## src/rtl/pc_gen.sv

```systemverilog
// Fetch-stage PC generator: owns pcF and drives the instruction-SRAM req/addr_ok
// handshake, with a one-entry pending slot so redirects survive stalls.
module pc_gen #(
    parameter int unsigned     PC_W     = 32,
    parameter logic [PC_W-1:0] RESET_PC = PC_W'(32'hbfc0_0000),
    parameter logic [PC_W-1:0] EXC_PC   = PC_W'(32'hbfc0_0380)
) (
    input  logic            clk,
    input  logic            resetn,
    input  logic            stallF,
    input  logic            exc_valid,
    input  logic            eret_valid,
    input  logic [PC_W-1:0] eret_pc,
    input  logic            jumpD,
    input  logic [PC_W-1:0] pc_jumpD,
    input  logic            branch_takeD,
    input  logic [PC_W-1:0] pc_branchD,
    input  logic            inst_addr_ok,
    output logic            inst_req,
    output logic [PC_W-1:0] inst_addr,
    output logic [PC_W-1:0] pcF,
    output logic [PC_W-1:0] pc_plus4F,
    output logic            adelF
);

    typedef enum logic [1:0] {
        ST_BOOT  = 2'd0,
        ST_REQ   = 2'd1,
        ST_STALL = 2'd2
    } state_t;

    // Encoding order doubles as redirect priority for the slot overwrite rule.
    typedef enum logic [1:0] {
        CLS_NONE   = 2'd0,
        CLS_BRANCH = 2'd1,
        CLS_JUMP   = 2'd2,
        CLS_ERET   = 2'd3
    } cls_t;

    state_t            state_reg, state_next;
    logic [PC_W-1:0]   pc_reg, pc_next;
    logic              slot_valid_reg, slot_valid_next;
    logic [PC_W-1:0]   slot_pc_reg, slot_pc_next;
    cls_t              slot_cls_reg, slot_cls_next;

    logic              live_valid;
    cls_t              live_cls;
    logic [PC_W-1:0]   live_pc;
    logic              fire;

    assign pcF       = pc_reg;
    assign inst_addr = pc_reg;
    assign pc_plus4F = pc_reg + PC_W'(4);
    assign adelF     = |pc_reg[1:0];
    assign inst_req  = (state_reg == ST_REQ) && !adelF;
    assign fire      = inst_req && inst_addr_ok;

    always_comb begin
        live_valid = 1'b1;
        live_cls   = CLS_NONE;
        live_pc    = pc_branchD;
        if (eret_valid) begin
            live_cls = CLS_ERET;
            live_pc  = eret_pc;
        end else if (jumpD) begin
            live_cls = CLS_JUMP;
            live_pc  = pc_jumpD;
        end else if (branch_takeD) begin
            live_cls = CLS_BRANCH;
            live_pc  = pc_branchD;
        end else begin
            live_valid = 1'b0;
        end
    end

    always_comb begin
        state_next      = state_reg;
        pc_next         = pc_reg;
        slot_valid_next = slot_valid_reg;
        slot_pc_next    = slot_pc_reg;
        slot_cls_next   = slot_cls_reg;

        case (state_reg)
            ST_BOOT:  state_next = ST_REQ;
            ST_REQ: begin
                if (fire) begin
                    state_next = stallF ? ST_STALL : ST_REQ;
                end
            end
            ST_STALL: begin
                if (!stallF) begin
                    state_next = ST_REQ;
                end
            end
            default:  state_next = ST_BOOT;
        endcase

        if (fire) begin
            if (live_valid) begin
                pc_next = live_pc;
            end else if (slot_valid_reg) begin
                pc_next = slot_pc_reg;
            end else begin
                pc_next = pc_plus4F;
            end
            slot_valid_next = 1'b0;
            slot_cls_next   = CLS_NONE;
        end else if (live_valid && (!slot_valid_reg || live_cls >= slot_cls_reg)) begin
            slot_valid_next = 1'b1;
            slot_pc_next    = live_pc;
            slot_cls_next   = live_cls;
        end

        // An exception flush abandons the in-flight address and any held redirect.
        if (exc_valid && state_reg != ST_BOOT) begin
            state_next      = ST_REQ;
            pc_next         = EXC_PC;
            slot_valid_next = 1'b0;
            slot_cls_next   = CLS_NONE;
        end
    end

    always_ff @(posedge clk or negedge resetn) begin
        if (!resetn) begin
            state_reg      <= ST_BOOT;
            pc_reg         <= RESET_PC;
            slot_valid_reg <= 1'b0;
            slot_pc_reg    <= '0;
            slot_cls_reg   <= CLS_NONE;
        end else begin
            state_reg      <= state_next;
            pc_reg         <= pc_next;
            slot_valid_reg <= slot_valid_next;
            slot_pc_reg    <= slot_pc_next;
            slot_cls_reg   <= slot_cls_next;
        end
    end

endmodule

```

## config.mk

```make
export PLATFORM = sky130hd
export DESIGN_NAME = pc_gen
export DESIGN_NICKNAME = d
export VERILOG_FILES = /design/src/rtl/pc_gen.sv
export SDC_FILE = /design/constraint.sdc
export NUM_CORES = 1
export LEC_CHECK = 0
export ABC_AREA = 1
export BUFFER_PORTS_ARGS = -buffer_cell sky130_fd_sc_hd__buf_2
export CAP_MARGIN = 10
export CORE_AREA = 2 2 106 108
export DETAILED_ROUTE_END_ITERATION = 10
export DIE_AREA = 0 0 108 110
export HOLD_SLACK_MARGIN = 0.03
export MAX_ROUTING_LAYER = met4
export PLACE_DENSITY = 0.8
export SLEW_MARGIN = 25
export SYNTH_ARGS = -nofsm -noshare
export SYNTH_HDL_FRONTEND = slang
export SYNTH_SLANG_ARGS = --single-unit
```

## constraint.sdc

```tcl
create_clock -name clk -period 1.8 [get_ports clk]
set_input_delay 0.27 -clock clk [delete_from_list [all_inputs] [get_ports clk]]
set_output_delay 0.27 -clock clk [all_outputs]
set_load 0.1 [all_outputs]
```

After elaboration in Yosys (flattened, before gate mapping)
Cells that the tools add are included.
{ "classes": {"addsub": 1, "order_cmp": 1, "n_eq_ne": 4, "mux": 23, "n_bitwise": 1, "reduce_logical": 14} }
{ "ops": {"columns": ["op", "n"], "rows": [
  ["$mux 32", 6],
  ["$add 32x3->32 const B", 1],
  ["$mux 2", 9],
  ["$mux 1", 7],
  ["$pmux 2 s3", 1],
  ["$logic_and 1x1->1", 4],
  ["$reduce_and 2->1", 2],
  ["$reduce_bool 2->1", 2],
  ["$ne 3x2->1 const B", 1],
  ["$ne 3x3->1 const B", 1],
  ["$reduce_bool 3->1", 1],
  ["$eq 2x1->1 const B", 1],
  ["$eq 2x2->1 const B", 1],
  ["$ge 2x2->1", 1],
  ["$logic_not 1->1", 2],
  ["$logic_not 2->1", 1],
  ["$reduce_or 2->1", 1],
  ["$logic_or 1x1->1", 1],
  ["$not 1->1", 1]
]} }
{ "totals": {"ff_bits": 69, "inputBits": 104, "out_inout_bits": 98, "elab_cells": 49} }

Depth between registers and ports, before layout
Gate-level depths: netlist of run 1.
{ "logic_depth": {"word_depth": 9, "ltp_mapped": 13} }

Worst setup path before layout of run 1
Ideal clock, no wire load.
{ "synth_path": {"path_kind": "flip-flop to flip-flop", "startpoint": "reg pc_reg[2] (netlist: inst_addr[2])", "endpoint": "reg pc_reg[9] (netlist: inst_addr[9])", "setup_time_ns": 0.078, "arrival_time_ns": 4.135, "required_ns": 1.722, "slack_ns": -2.413, "path_stages_with_launch": 7, "n_path_buf": 0, "period_less_slack_ns": 4.213, "cell_sequence": "dfrtp_1 > inv_1 > nor2_2 > nand2_1 > xnor2_1 > o21ai_0 > a21oi_1"} }
{ "synth_between": {"elab_chain_cells": 5} }
{ "synth_rtl": {"columns": ["element", "line", "text"], "rows": [
  ["start, declared", "41", "logic [PC_W-1:0] pc_reg, pc_next;"],
  ["start signal, assigned", "132", "pc_reg <= pc_next;"],
  ["$add 32x3->32", "53", "assign pc_plus4F = pc_reg + PC_W'(4);"],
  ["via pc_plus4F[9]", "22", "output logic [PC_W-1:0] pc_plus4F,"],
  ["$mux 32", "101", "end else if (slot_valid_reg) begin"],
  ["$mux 32", "99", "if (live_valid) begin"],
  ["$mux 32", "98", "if (fire) begin"],
  ["$mux 32", "115", "if (exc_valid && state_reg != ST_BOOT) begin"]
]} }
The timed path passes the listed nets, and every way through them passes these cells. The select of a mux whose other input is x is not followed.
A chain may end at the register's enable or synchronous reset.

Final worst setup path of run 1
{ "layout_path": {"startpoint": "reg pc_reg[2] (netlist: inst_addr[2])", "endpoint": "out pc_plus4F[19]"} }
{ "layout_between": {"elab_chain_cells": 1} }
{ "layout_rtl": {"columns": ["element", "line"], "rows": [
  ["$add 32x3->32", "53"],
  ["end, declared", "22"]
]} }
Every way passes these cells.

==> results of run 1 <==
==> layout make-up <==
type                       instances  area, µm²  area share, %
sequential                        69       1770           21.3
clock buffer                      10        138           1.66
tap                              140        175           2.11
clock inverter                     6       62.6          0.754
timing repair buffer             300       2360           28.5
multi-input combinational        602       3420           41.3
inverter                          90        368           4.43
==> synth_stat cells, types with 3 or more instances <==
master	n
a21oi_1	89
and2_1	5
buf_2	17
buf_4	40
clkbuf_1	16
dfrtp_1	60
dfstp_2	9
ha_1	3
inv_1	85
inv_2	3
nand2_1	272
nand2_2	4
nand3_1	36
nand4_1	3
nor2_1	84
nor2_2	6
o211ai_1	5
o21a_1	8
o21ai_0	39
o21ai_1	25
or2_2	3
xor2_1	6
==> worst max path at each step <==
stage                         end         start  cells past startpoint
global placement    pc_plus4F[22]  inst_addr[2]                      8
CTS                 pc_plus4F[22]  inst_addr[2]                      9
detailed placement  pc_plus4F[22]  inst_addr[2]                      8
finish              pc_plus4F[19]  inst_addr[2]                      9
global route        pc_plus4F[19]  inst_addr[2]                      9
floorplan           inst_addr[15]  inst_addr[2]                      9
==> critical path, cell delays in order (launching register included) <==
cell	delay, ns
dfrtp_4	0.44
buf_6	0.11
clkinvlp_4	0.10
nor2_4	0.18
nand2_4	0.13
nor2_4	0.21
nand3_2	0.11
nand2_2	0.10
and2_4	0.16
buf_12	0.17
==> stage by stage <==
step	area (µm²)	cells	utilization, %	worst slack (ns)	hold slack [ns]
2_1_floorplan	5680	834	-	-0.896	-0.0256
3_3_place_gp	7350	1164	68.7	-0.147	0.323
3_5_place_dp	7350	1164	68.7	-0.192	0.322
4_1_cts	7890	1195	73.7	-0.419	0.224
5_1_grt	8300	1217	77.5	-0.599	0.254
6_report	8300	1217	77.5	-0.541	0.235
==> what timing repair did <==
item	CTS	global route
hold endpoints to repair	60	0
endpoints found under the setup margin	36	51
buffers inserted	14	22
pin swaps	20	40
resized for setup	49	73
hold buffers	1	0
==> logic make-up (layout without fill, tap and decap cells) <==
group | count (synthesis) | count (layout) | synth area share [%]
fa+ha+maj | 3 | 3 | 0.713
compound gates | 172 | 172 | 17.4
simple gates | 419 | 419 | 32.5
buf+inv | 163 | 406 | 15.0
flops | 69 | 69 | 33.0
xor+xnor | 8 | 8 | 1.33
==> routing by layer <==
layer	vias to the layer above	GRT usage, %
met5	-	-
met4	0	10.6
met3	140	6.23
met2	576	52.8
met1	3150	42.0
li1	3066	-
==> power by group <==
part / internal (mW) / total [mW] / switching [mW]
Combinational: 1.81 / 6.83 / 5.02
Clock: 0.673 / 1.34 / 0.663
Sequential: 2.00 / 2.30 / 0.308
==> out/qor.yml, run 1 <==
synth.avg_cell_area_um2: 6.32
nets: 1179
syn_nets: 941
dr_wl_met3_um: 2370
setup_ws_ns: -0.541
clkTransAtPathRegs_ns: 0.09
grt_max_degree: 70
layout_common_cells: "nand2_1 (223), buf_2 (168), a21oi_1 (83)"
yosysSeqAreaShare_pct: 33.0
r2r_start: "inst_addr[2]"
wl_met2_um: 9990
synth_enable_flop_cells: 0
regToRegSetupSlack_ns: -0.35
core-area_um2: 10700
insertion_delay_ns: 0.36
async_flop_share_pct: 100
violations: "setup timing"
top_layer_used: "met4"
io_buffers: 201
synth_top_area_share_pct: 28.5
vias: 6932
setup_viol: 50
die_h_um: 110
wl_um: 21800
hpwl_um: 12800
layout_commonest_cell: "nand2_1"
netlist_instances: 834
p_per_area_nw_per_um2: 1260
grt_pass1_wl_um: 29600
drtIter0Drc: 990
max_freq_mhz: 427
synth_area_leaders: "dfrtp_1 (29%), nand2_1 (19%), a21oi_1 (8.5%)"
grt.overflow.total: 0
crit_type: "register to primary output"
numCtsBuffers: 9
antenna_cells: 0
syn-cell-area_um2: 5270
yosys_register_bits: 69
die_w_um: 108
setup_tns_ns: -14.53
gp_congestion: 0.926
min_from: "stallF"
ir_drop_mv: 0.975
worstMarginPinSlew_ns: 0.502
whs_path_depth: 3
drive_gt1_share_pct: 44.3
h-tree-depth: 3
cp-end-kind: "primary output"
fillers: 700
avgViaCountPerCell: 5.70
drc: 0
wl_per_cell_um: 17.9
placementRows: 38
pin_count: 202
grt.total_usage_pct: 32.8
grt_pass1_vias: 6020
final_max_slew_viol_count: 0
start_kind: "register"
die_area_um2: 11900
reg2reg_depth: 13
cts.sinks: 69
yosysWarnings: 0
worst-path-max-fanout: 5
min_delay_worst_endpoint: "state_reg[1]"
status: "complete, but fails checks"
synth_top_area_cell: "dfrtp_1"
min_period_ns: 2.34
power_mw: 10.5
cts_tree: "built"
finalCritPeriodShare_pct: 130
hold_class: "input pin to register"
fin_skew_ns: 0.0214
hold_viol: 0
worst_r2r_endpoint: "inst_addr[17]"
maxCapViolations: 0
synth_ff_type: "dfrtp_1"
rsz0062_at_grt: "yes"
crit_required_ns: 1.53
cts.path.max_buffers: 2
final_antenna_net_count: 0
area_growth_syn_to_layout_pct: 57.5
met1_length_um: 8240
synth_cell_types: 34
relSlewSlack_pct: 66.8
cts_root_buffer: "clkbuf_8"
antenna_found_initial: 0
initial_core_util_pct: 49.2
cellLeakagePower_nw: 4.27
dr.pass1.iters: 6
cp.arrival_ns: 2.07
(Power assumes the default switching activity.)
==> run 2: changes to the inputs <==
Settings changed: MAX_ROUTING_LAYER met4 to unset.
==> run 2 against run 1 <==
  * The flow still finishes with violations (setup timing)
  * Sequential cell count unchanged
  * Cell area fell by 0.21%
  * Critical path type unchanged
  * Critical path depth down 1
  * Final cell count shrank 0.16%
  * Largest cell class unchanged
  * Count of clock-buffer cells in the layout did not move
  * Via count is 0.66% lower
  * Routed wire length is 1.1% lower
  * Hold slack gained 0.0022 ns
  * Largest power group unchanged
  * Highest routed layer unchanged
  * Register-to-register slack improved by 0.06 ns
==> out/qor.yml, run 2 (synthesis results as in run 1) <==
status: "complete, but fails checks"
violations: "setup timing"
layout_common_cells: "nand2_1 (223), buf_2 (170), a21oi_1 (83)"
min_period_ns: 2.36
cellLeakagePower_nw: 4.25
final_max_slew_viol_count: 0
min_from: "stallF"
gp_congestion: 0.911
drc: 0
rsz0062_at_grt: "yes"
whs_path_depth: 3
cts.sinks: 69
grt_max_degree: 70
die_area_um2: 11900
die_h_um: 110
worstMarginPinSlew_ns: 0.507
grt.overflow.total: 0
io_buffers: 201
start_kind: "register"
antenna_cells: 0
grt.total_usage_pct: 31.9
finalCritPeriodShare_pct: 131
cp.arrival_ns: 2.09
cts_root_buffer: "clkbuf_8"
reg2reg_depth: 13
avgViaCountPerCell: 5.67
clkTransAtPathRegs_ns: 0.09
antenna_found_initial: 0
hpwl_um: 12800
final_antenna_net_count: 0
wl_um: 21500
cts_tree: "built"
fillers: 707
r2r_start: "inst_addr[2]"
crit_type: "register to primary output"
vias: 6886
grt_pass1_wl_um: 29600
h-tree-depth: 3
wl_per_cell_um: 17.7
drive_gt1_share_pct: 44.3
hold_viol: 0
placementRows: 38
worst_r2r_endpoint: "inst_addr[17]"
pin_count: 202
regToRegSetupSlack_ns: -0.29
grt_pass1_vias: 6027
core-area_um2: 10700
hold_class: "input pin to register"
numCtsBuffers: 9
min_delay_worst_endpoint: "state_reg[1]"
cp-end-kind: "primary output"
insertion_delay_ns: 0.36
relSlewSlack_pct: 66.4
die_w_um: 108
cts.path.max_buffers: 2
nets: 1177
crit_required_ns: 1.53
initial_core_util_pct: 49.2
final_util_pct: 77.4
p_per_area_nw_per_um2: 1260
dr.pass1.iters: 7
maxCapViolations: 0
fin_skew_ns: 0.0173
layout_commonest_cell: "nand2_1"
post-place-ws_ns: -0.192
setup_viol: 49
drtIter0Drc: 1146
ir_drop_mv: 0.972
worst-path-max-fanout: 4
max_freq_mhz: 424
setup_ws_ns: -0.557
area_growth_syn_to_layout_pct: 57.1
## run 2: metal layers
metal	wire (µm)	vias up	global-route usage [%]
met2	10100	581	52.7
met3	2460	124	6.11
li1	-	3064	-
met4	1040	0	10.9
met1	7940	3117	42.1
met5	0	-	0
## run 2: cell type report
class	instances	area [µm²]	share of cell area [%]
multi-input cells	602	3430	41.4
flip-flops and latches	69	1770	21.3
inverters	90	368	4.44
clock buffers	10	138	1.66
well taps	140	175	2.12
clock inverters	6	62.6	0.756
repair buffers	298	2340	28.3
## run 2: critical path, stage by stage (launching register included)
cell and delay (ns):
dfrtp_1 0.45, nand2_1 0.17, nor2_1 0.27, nand2_1 0.17
nor2_2 0.23, nand2_2 0.09, nand2_2 0.11, nand2_4 0.06
buf_12 0.16
## run 2: where the power goes
part / switching (mW) / total (mW) / leakage, nW / internal (mW)
combinational: 4.99 / 6.79 / 3.35 / 1.80
sequential: 0.308 / 2.30 / 0.811 / 2.00
clock: 0.659 / 1.33 / 0.0943 / 0.673
total: 5.96 / 10.4 / 4.25 / 4.46
## run 2: how the worst max path moves through the flow
| stage | from | endpoint | slack (ns) | cells past startpoint |
|---|---|---|---|---|
| after floorplan | inst_addr[2] | inst_addr[15] | -0.90 | 9 |
| after global placement | inst_addr[2] | pc_plus4F[22] | -0.15 | 8 |
| after detailed placement | inst_addr[2] | pc_plus4F[22] | -0.19 | 8 |
| after CTS | inst_addr[2] | pc_plus4F[22] | -0.42 | 9 |
| after global routing | inst_addr[19] | pc_plus4F[29] | -0.62 | 8 |
| final | inst_addr[19] | pc_plus4F[29] | -0.56 | 8 |
## run 2: repair_timing
action | CTS | global route
hold buffers | 1 | 0
resized for setup | 49 | 72
hold endpoints to repair | 60 | 0
setup endpoints to repair | 36 | 51
buffers inserted | 14 | 20
pin swaps | 20 | 39
## run 2: stage by stage
stage / hold WS [ns] / area, µm² / power [mW] / cells / TNS (ns)
after floorplan: -0.0256 / 5680 / 7.10 / 834 / -67.92
after global placement: 0.323 / 7350 / 8.51 / 1164 / -0.462
after detailed placement: 0.322 / 7350 / 8.59 / 1164 / -1.22
after CTS: 0.224 / 7890 / 10.0 / 1195 / -9.90
after global routing: 0.255 / 8280 / 10.8 / 1215 / -18.08
final: 0.238 / 8280 / 10.4 / 1215 / -15.04
==> run 3: changes to the inputs <==
Settings changed: RECOVER_POWER set to 25.
==> run 3 against run 2 <==
  * The run still ends with setup timing left
  * Via count about the same
  * Sequential share of layout area about the same
  * Non-clock buffer count unchanged
  * Largest cell class unchanged
  * Highest routed layer unchanged
==> out/qor.yml, run 3 (synthesis results as in run 1) <==
status: "complete, but fails checks"
violations: "setup timing"
initial_core_util_pct: 49.2
crit_family: "simple AND/OR/NAND/NOR gates"
gp_congestion: 0.911
hpwl_um: 12800
crit_type: "register to primary output"
maxCapViolations: 0
grt.total_usage_pct: 31.9
finalCritPeriodShare_pct: 131
relSlewSlack_pct: 33.4
cp-end-kind: "primary output"
avgViaCountPerCell: 5.67
setup_tns_ns: -14.58
layout_commonest_cell: "nand2_1"
core-area_um2: 10700
setup_viol: 48
ir_drop_mv: 0.971
path_cells: "nand2_1 -> nor2_1 -> nand2_1 -> nor2_2 -> nand2_2 -> nand2_2 -> nand2_4 -> buf_12"
min_period_ns: 2.36
dpl-instance-area_um2: 7350
pin_count: 202
stdcell_count: 1215
post-route-cell-area_um2: 8270
io_buffers: 201
drc: 0
antenna_found_initial: 0
dr.pass1.iters: 6
max_freq_mhz: 423
fin_skew_ns: 0.0159
die_w_um: 108
grt_pass1_wl_um: 29600
grt.overflow.total: 0
wl_per_cell_um: 17.8
cts.path.max_buffers: 2
crit_required_ns: 1.53
final_antenna_net_count: 0
cts_root_buffer: "clkbuf_8"
area_growth_syn_to_layout_pct: 56.9
cp_num_buf_inv: 1
start_kind: "register"
nets: 1177
cts.sinks: 69
power_mw: 10.4
hold_viol: 0
antenna_cells: 0
grt_max_degree: 70
worst_path_largest_cell_delay_ns: 0.46
cts_tree: "built"
cellLeakagePower_nw: 4.25
wl_um: 21600
worst-path-max-fanout: 4
rsz0062_at_grt: "yes"
die_area_um2: 11900
setup_ws_ns: -0.562
final_max_slew_viol_count: 0
slowest_stage: "dfrtp_1"
h-tree-depth: 3
placementRows: 38
hold_class: "input pin to register"
dp.cells: 1164
layout_common_cells: "nand2_1 (223), buf_2 (170), a21oi_1 (83)"
vias: 6884
grt_pass1_vias: 6027
numCtsBuffers: 9
worstMarginPinSlew_ns: 0.998
clkTransAtPathRegs_ns: 0.09
drtIter0Drc: 1268
die_h_um: 110
drive_gt1_share_pct: 44.3
cp.arrival_ns: 2.09
p_per_area_nw_per_um2: 1260
insertion_delay_ns: 0.35
-- run 3: cell types whose count changed in the layout (fill, tap and decap cells not counted), sizes merged --
cell    before  now
clkbuf      10   11
buf        297  296
-- run 3: final cells by class --
cell class / count / area, µm²
Clock buffer: 10 / 138
Clock inverter: 6 / 62.6
Fill cell: 709 / 2430
Inverter: 90 / 368
Multi-Input combinational cell: 602 / 3430
Sequential cell: 69 / 1770
Tap cell: 140 / 175
Timing Repair Buffer: 298 / 2330
-- run 3: worst paths after layout --
path	from	to	slack, ns	cells after the start
worst max-delay path	inst_addr[19]	pc_plus4F[29]	-0.56	8
worst min-delay path	stallF	state_reg[1]	0.24	3
worst max register to register	inst_addr[2]	inst_addr[17]	-0.29	13
worst min register to register	slot_pc_reg[1]	slot_pc_reg[1]	0.50	1
max in group asynchronous	resetn	inst_addr[2]	0.34	3
min in group asynchronous	resetn	slot_pc_reg[3]	0.72	3
-- run 3: metrics by stage --
stage                     util, %  worst slack [ns]  hold slack, ns
after floorplan                 -            -0.896         -0.0256
after global placement       68.7            -0.147           0.323
after detailed placement     68.7            -0.192           0.322
after CTS                    73.7            -0.419           0.224
after global routing         77.3            -0.622           0.255
final                        77.3            -0.562           0.237
-- run 3: per-layer routing --
metal	part of all wire, %	up-vias	routed length (µm)	global-route usage, %
met5	0	-	0	0
met3	11	132	2390	6.11
met1	37	3132	8050	42.1
met4	5.0	0	1080	10.9
met2	47	548	10100	52.7
li1	-	3072	-	-
-- run 3: report_power, final --
| group | internal (mW) | total (mW) | switching, mW |
|---|---|---|---|
| registers | 2.00 | 2.30 | 0.310 |
| clock network | 0.673 | 1.32 | 0.650 |
| logic | 1.79 | 6.78 | 4.99 |
-- run 3: what timing repair did --
item	4_1_cts	5_1_grt
endpoints found under the setup margin	36	51
hold buffers	1	0
setup buffers	14	20
gates resized for setup	49	72
pin swaps	20	39
endpoints found under the hold margin	60	0
-- run 3: worst register-to-register path: cells and delay by family (launching register included) --
family | cells | cell delay (ns)
and+or+nand+nor | 7 | 0.66
AOI/OAI and AO/OA | 1 | 0.23
buffers and inverters | 5 | 0.65
DFF | 1 | 0.44
